File: config.mk
export PLATFORM = sky130hd
export DESIGN_NAME = bus_xfer_sequencer
export DESIGN_NICKNAME = d
export VERILOG_FILES = /design/src/rtl/bus_pkg.sv /design/src/rtl/xfer_fifo.sv /design/src/rtl/bus_xfer_sequencer.sv
export SDC_FILE = /design/constraint.sdc
export NUM_CORES = 1
export LEC_CHECK = 0
export CORE_UTILIZATION = 50
export CTS_BUF_LIST = sky130_fd_sc_hd__clkbuf_4
export CTS_CLUSTER_DIAMETER = 50
export DETAILED_ROUTE_END_ITERATION = 7
export PLACE_DENSITY_LB_ADDON = 0.3
export SYNTH_ARGS = -nofsm -noshare
export SYNTH_HDL_FRONTEND = slang
export SYNTH_SLANG_ARGS = --single-unit
export TNS_END_PERCENT = 10
File: constraint.sdc
create_clock -name clock -period 2.7 [get_ports clock]
set_clock_uncertainty 0.2 [all_clocks]
set_input_delay 0.81 -clock clock [delete_from_list [all_inputs] [get_ports clock]]
set_output_delay 0.81 -clock clock [all_outputs]
set_load 0.01 [all_outputs]
File: src/rtl/bus_pkg.sv
// bus_pkg: shared bus widths, named source/destination indices, command type and one-hot helper.
package bus_pkg;
  localparam int NSRC = 24;
  localparam int NDST = 24;
  localparam int IW = 5;
  localparam logic [IW-1:0] SRC_R0 = 5'd0;
  localparam logic [IW-1:0] SRC_R1 = 5'd1;
  localparam logic [IW-1:0] SRC_R2 = 5'd2;
  localparam logic [IW-1:0] SRC_R3 = 5'd3;
  localparam logic [IW-1:0] SRC_R4 = 5'd4;
  localparam logic [IW-1:0] SRC_R5 = 5'd5;
  localparam logic [IW-1:0] SRC_R6 = 5'd6;
  localparam logic [IW-1:0] SRC_R7 = 5'd7;
  localparam logic [IW-1:0] SRC_R8 = 5'd8;
  localparam logic [IW-1:0] SRC_R9 = 5'd9;
  localparam logic [IW-1:0] SRC_R10 = 5'd10;
  localparam logic [IW-1:0] SRC_R11 = 5'd11;
  localparam logic [IW-1:0] SRC_R12 = 5'd12;
  localparam logic [IW-1:0] SRC_R13 = 5'd13;
  localparam logic [IW-1:0] SRC_R14 = 5'd14;
  localparam logic [IW-1:0] SRC_R15 = 5'd15;
  localparam logic [IW-1:0] SRC_HI = 5'd16;
  localparam logic [IW-1:0] SRC_LO = 5'd17;
  localparam logic [IW-1:0] SRC_ZHI = 5'd18;
  localparam logic [IW-1:0] SRC_ZLO = 5'd19;
  localparam logic [IW-1:0] SRC_PC = 5'd20;
  localparam logic [IW-1:0] SRC_MDR = 5'd21;
  localparam logic [IW-1:0] SRC_INPORT = 5'd22;
  localparam logic [IW-1:0] SRC_CSIGN = 5'd23;
  // Destinations share the register numbering of the sources.
  localparam logic [IW-1:0] DST_R0 = 5'd0;
  localparam logic [IW-1:0] DST_R1 = 5'd1;
  localparam logic [IW-1:0] DST_R2 = 5'd2;
  localparam logic [IW-1:0] DST_R3 = 5'd3;
  localparam logic [IW-1:0] DST_R4 = 5'd4;
  localparam logic [IW-1:0] DST_R5 = 5'd5;
  localparam logic [IW-1:0] DST_R6 = 5'd6;
  localparam logic [IW-1:0] DST_R7 = 5'd7;
  localparam logic [IW-1:0] DST_R8 = 5'd8;
  localparam logic [IW-1:0] DST_R9 = 5'd9;
  localparam logic [IW-1:0] DST_R10 = 5'd10;
  localparam logic [IW-1:0] DST_R11 = 5'd11;
  localparam logic [IW-1:0] DST_R12 = 5'd12;
  localparam logic [IW-1:0] DST_R13 = 5'd13;
  localparam logic [IW-1:0] DST_R14 = 5'd14;
  localparam logic [IW-1:0] DST_R15 = 5'd15;
  localparam logic [IW-1:0] DST_HI = 5'd16;
  localparam logic [IW-1:0] DST_LO = 5'd17;
  localparam logic [IW-1:0] DST_Y = 5'd18;
  localparam logic [IW-1:0] DST_Z = 5'd19;
  localparam logic [IW-1:0] DST_PC = 5'd20;
  localparam logic [IW-1:0] DST_MDR = 5'd21;
  localparam logic [IW-1:0] DST_OUTPORT = 5'd22;
  localparam logic [IW-1:0] DST_IR = 5'd23;
  typedef struct packed {
    logic [IW-1:0] src;
    logic [IW-1:0] dst;
  } cmd_t;
  function automatic logic [NSRC-1:0] onehot(input logic [IW-1:0] idx);
    return NSRC'(1) << idx;
  endfunction
endpackage

File: src/rtl/xfer_fifo.sv
// xfer_fifo: synchronous command FIFO with occupancy count and asynchronous clear.
module xfer_fifo #(
  parameter int DEPTH = 4,
  parameter int DW = 10
) (
  input  logic                     clock,
  input  logic                     clear,
  input  logic                     push,
  input  logic                     pop,
  input  logic [DW-1:0]            din,
  output logic [DW-1:0]            dout,
  output logic                     full,
  output logic                     empty,
  output logic [$clog2(DEPTH):0]   level
);
  localparam int AW = $clog2(DEPTH);
  logic [DW-1:0] mem_q [DEPTH];
  logic [AW:0] wr_q, wr_d, rd_q, rd_d;
  always_comb begin
    wr_d = push ? wr_q + 1'b1 : wr_q;
    rd_d = pop ? rd_q + 1'b1 : rd_q;
  end
  // Pointers carry one wrap bit so full and empty are distinguishable.
  always_ff @(posedge clock or posedge clear) begin
    if (clear) begin
      wr_q <= '0;
      rd_q <= '0;
    end else begin
      wr_q <= wr_d;
      rd_q <= rd_d;
    end
  end
  always_ff @(posedge clock) begin
    if (push) mem_q[wr_q[AW-1:0]] <= din;
  end
  assign level = wr_q - rd_q;
  assign full = level == (AW+1)'(DEPTH);
  assign empty = wr_q == rd_q;
  assign dout = mem_q[rd_q[AW-1:0]];
endmodule

File: src/rtl/bus_xfer_sequencer.sv
// bus_xfer_sequencer: queues (src,dst) transfer commands and drives one one-hot bus transfer per cycle.
// Optional BUS_XFER_BYPASS_EN lets a command into an idle, unstalled issue register without queuing.
module bus_xfer_sequencer #(
  parameter int NSRC = bus_pkg::NSRC,
  parameter int NDST = bus_pkg::NDST,
  parameter int DEPTH = 4,
  parameter int IW = bus_pkg::IW
) (
  input  logic                   clock,
  input  logic                   clear,
  input  logic                   req_valid,
  output logic                   req_ready,
  input  logic [IW-1:0]          req_src,
  input  logic [IW-1:0]          req_dst,
  input  logic                   stall,
  output logic [NSRC-1:0]        enc_out,
  output logic [NDST-1:0]        load_out,
  output logic                   busy,
  output logic                   err,
  output logic [$clog2(DEPTH):0] level
);
  import bus_pkg::*;
  logic [NSRC-1:0] enc_q, enc_d;
  logic [NDST-1:0] load_q, load_d;
  logic err_q, err_d;
  logic full, empty, accept, illegal, push, pop, byp;
  logic [2*IW-1:0] head;
  logic [IW-1:0] head_src, head_dst;
  assign req_ready = !full;
  assign accept = req_valid && req_ready;
  assign illegal = int'(req_src) >= NSRC || int'(req_dst) >= NDST;
  assign pop = !stall && !empty;
`ifdef BUS_XFER_BYPASS_EN
  assign byp = accept && !illegal && empty && !stall;
`else
  assign byp = 1'b0;
`endif
  assign push = accept && !illegal && !byp;
  assign {head_src, head_dst} = head;
  always_comb begin
    err_d = accept && illegal;
    enc_d = stall ? enc_q : pop ? NSRC'(1) << head_src : byp ? NSRC'(1) << req_src : '0;
    load_d = stall ? load_q : pop ? NDST'(1) << head_dst : byp ? NDST'(1) << req_dst : '0;
  end
  always_ff @(posedge clock or posedge clear) begin
    if (clear) begin
      enc_q <= '0;
      load_q <= '0;
      err_q <= 1'b0;
    end else begin
      enc_q <= enc_d;
      load_q <= load_d;
      err_q <= err_d;
    end
  end
  xfer_fifo #(.DEPTH(DEPTH), .DW(2*IW)) u_fifo (
    .clock(clock),
    .clear(clear),
    .push(push),
    .pop(pop),
    .din({req_src, req_dst}),
    .dout(head),
    .full(full),
    .empty(empty),
    .level(level)
  );
  assign enc_out = enc_q;
  assign load_out = load_q;
  assign err = err_q;
  assign busy = level != '0 || enc_q != '0;
endmodule

==> qor.yml <==
min_path_type: "flip-flop to flip-flop"
grt_pass1_vias: 2682
dieHeight_um: 91.9
maxSlewHeadroom_pct: 31.4
num_vias: 2715
fin_nets: 413
final_cell_mix: "clkdlybuf4s50_1 (62), dfrtp_1 (55), nand2_1 (53), o31ai_1 (42), buf_4 (41)"
hold_end: "load_out[14]"
cts_tree: "yes"
r2r_end: "u_fifo.mem_q[0][0]"
top_layer_used: "met4"
dp_cells: 482
routed-wl-met3_um: 379
ir_worst_vdd_v: 0.000471
finalSetupViolCount: 4
synth-warning-count: 0
n_antenna_cell: 0
drt_wl_total_um: 8350
worst_slew_pin_slew_ns: 1.02
final_common_cell: "clkdlybuf4s50_1"
finalCritPeriodShare_pct: 120
htreeDepth: 3
cts_setup_buffers: 0
portBuffers: 67
critPathLaunchType: "flip-flop"
outcome: "complete, but fails checks"
fmax_ghz: 0.308
cp_max_fo: 2
cp-end-kind: "output port"
cp_data_required_time_ns: 1.69
drtIter0Drc: 141
cts_buffer_depth: 2
fin_hold_ws_ns: 0.304
syn_area_um2: 4040
period_needed_ns: 3.25
cts_buffers: 9
dieArea_um2: 8440
vias_per_cell: 5.45
syn_nets: 309
start_util_pct: 52.0
clk_pin_slew_ns: 0.16
instances_no_fill: 498
rsz0062_at_grt: "true"
core.rowCount: 32
rrSetupSlack_ns: 0.18
wl_met2_um: 4230
io_pins: 68
grt.overflow.total: 0
wl_met1_um: 3630
min_path_cells: 2
syn_avg_cell_area_um2: 14.1
r2r_start: "u_fifo.rd_q[0]"
layout-drive-gt1-share_pct: 22.0
grt_pass1_wl_um: 13700
min_from: "load_out[14]"
first_pass_iters: 4
synthCells: 287
globalplace.congestion: 0.755
core-area_um2: 7770
area_growth_pct: 29.6
clock_latency_ns: 0.44
drc: 0
antenna_found_initial: 0
maxSlewViolCount: 0
ys_ff_latch: 95
cts_hold_buf: 0
wl_per_cell_um: 16.8
drv_cap: 0
arrival_ns: 2.24
ys_seq_area_share_pct: 63.8
p_leak_nw: 2.11
cts_sinks: 95
dpl.hpwl_um: 5950
ant_nets: 0
yosysUniqueCellTypes: 37
grt_max_degree: 49
violations: "setup timing"
powerDensity_nw_per_um2: 1010
root_buffer: "clkbuf_4"
ff2ff_path_depth: 8
grtUsageTotal_pct: 21.5
hold_viol: 0
timing.setup.critical_path_class: "flip-flop to output port"
die_w_um: 91.9
timing.final.ws_setup_ns: -0.551
[synth_stat cells]
cell	number	area share [%]
dfrtp_1	55	34
nand2_1	53	4.9
o31ai_1	42	7.8
edfxtp_1	40	30
inv_1	8	0.74
nand2b_1	8	1.2
ha_1	7	2.2
clkbuf_1	6	0.56
mux4_1	6	3.9
nor4_1	6	0.93
o31ai_2	6	1.9
buf_2	5	0.62
and2_1	4	0.62
buf_6	4	1.1
mux4_2	4	2.2
o211ai_1	3	0.56
xnor2_1	3	0.65
xor2_1	3	0.65
a311o_1	2	0.50
clkbuf_8	2	0.68
dlygate4sd1_1	2	0.43
mux2_2	2	0.56
or2_1	2	0.31
a211oi_1	1	0.19
a211oi_2	1	0.31
a22o_1	1	0.22
a31oi_1	1	0.15
and3_1	1	0.15
buf_4	1	0.19
clkbuf_2	1	0.12
fa_1	1	0.50
nand3_1	1	0.12
nand4_1	1	0.15
or2_0	1	0.15
or2_2	1	0.15
or3_1	1	0.15
xor3_1	1	0.59
[sequential cells by signal, indices dropped and copies added, names as in the netlist]
signal        flops
err               1
enc_out          24
u_fifo.mem_q     40
load_out         24
u_fifo.wr_q       3
u_fifo.rd_q       3
[worst max path at each step]
stage                         startpoint    to  slack, ns  depth (start not counted)
after floorplan           u_fifo.wr_q[0]  busy      -0.09                          6
after detailed placement  u_fifo.wr_q[0]  busy      -0.48                          7
after global routing      u_fifo.rd_q[0]  busy      -0.63                          6
final                     u_fifo.rd_q[0]  busy      -0.55                          6
after CTS                 u_fifo.rd_q[0]  busy      -0.56                          6
after global placement    u_fifo.rd_q[0]  busy      -0.44                          6
[logic make-up after synthesis]
| group | Yosys count | synth area share [%] |
|---|---|---|
| AOI/OAI and AO/OA | 57 | 11.6 |
| xor gates and xnor gates | 7 | 1.89 |
| adders and majority gates | 8 | 2.66 |
| buffers and inverters | 29 | 4.46 |
| DFF | 95 | 63.8 |
| muxes | 12 | 6.69 |
| and+or+nand+nor | 79 | 8.92 |
[report_power, final]
| group | switching, mW | internal, mW |
|---|---|---|
| clock network | 0.491 | 0.201 |
| registers | 0.134 | 1.79 |
| logic | 1.41 | 1.26 |
[per-layer routing]
metal	vias to the layer above	GRT usage (%)
met2	79	35.6
met1	1344	28.7
li1	1281	-
met5	-	0
met3	11	3.48
met4	0	7.81
[worst max-delay path: stages (launching register included)]
cell and delay (ns):
dfrtp_1 0.44, ha_4 0.17, fa_1 0.49, and2_4 0.15
nand4_1 0.07, or3_1 0.34, buf_2 0.15
[cell type report]
type                    instances  area (um2)
well taps                     102         128
multi-input cells             163        1300
repair buffers                114        1070
clock inverters                 7        55.1
clock buffers                   9        67.6
flip-flops and latches         95        2580
fillers                       583        2530
inverters                       8        30.0
[through the flow]
step                      power (mW)  setup WS (ns)  util (%)  instance area, um2  setup TNS, ns
after floorplan                 3.42        -0.0889         -                4050        -0.0889
after global placement          4.53         -0.435      65.8                5110         -0.832
after detailed placement        4.61         -0.481      65.8                5110         -0.972
after CTS                       5.31         -0.565      67.4                5240          -1.27
after global routing            5.60         -0.626      67.4                5240          -1.50
final                           5.28         -0.551      67.4                5240          -1.21
[timing repair]
item | in CTS | in global routing
pin swaps | 1 | 0
gates resized for setup | 24 | 0
endpoints found under the setup margin | 5 | 4
Note: power is estimated with default switching activity, not from simulation.
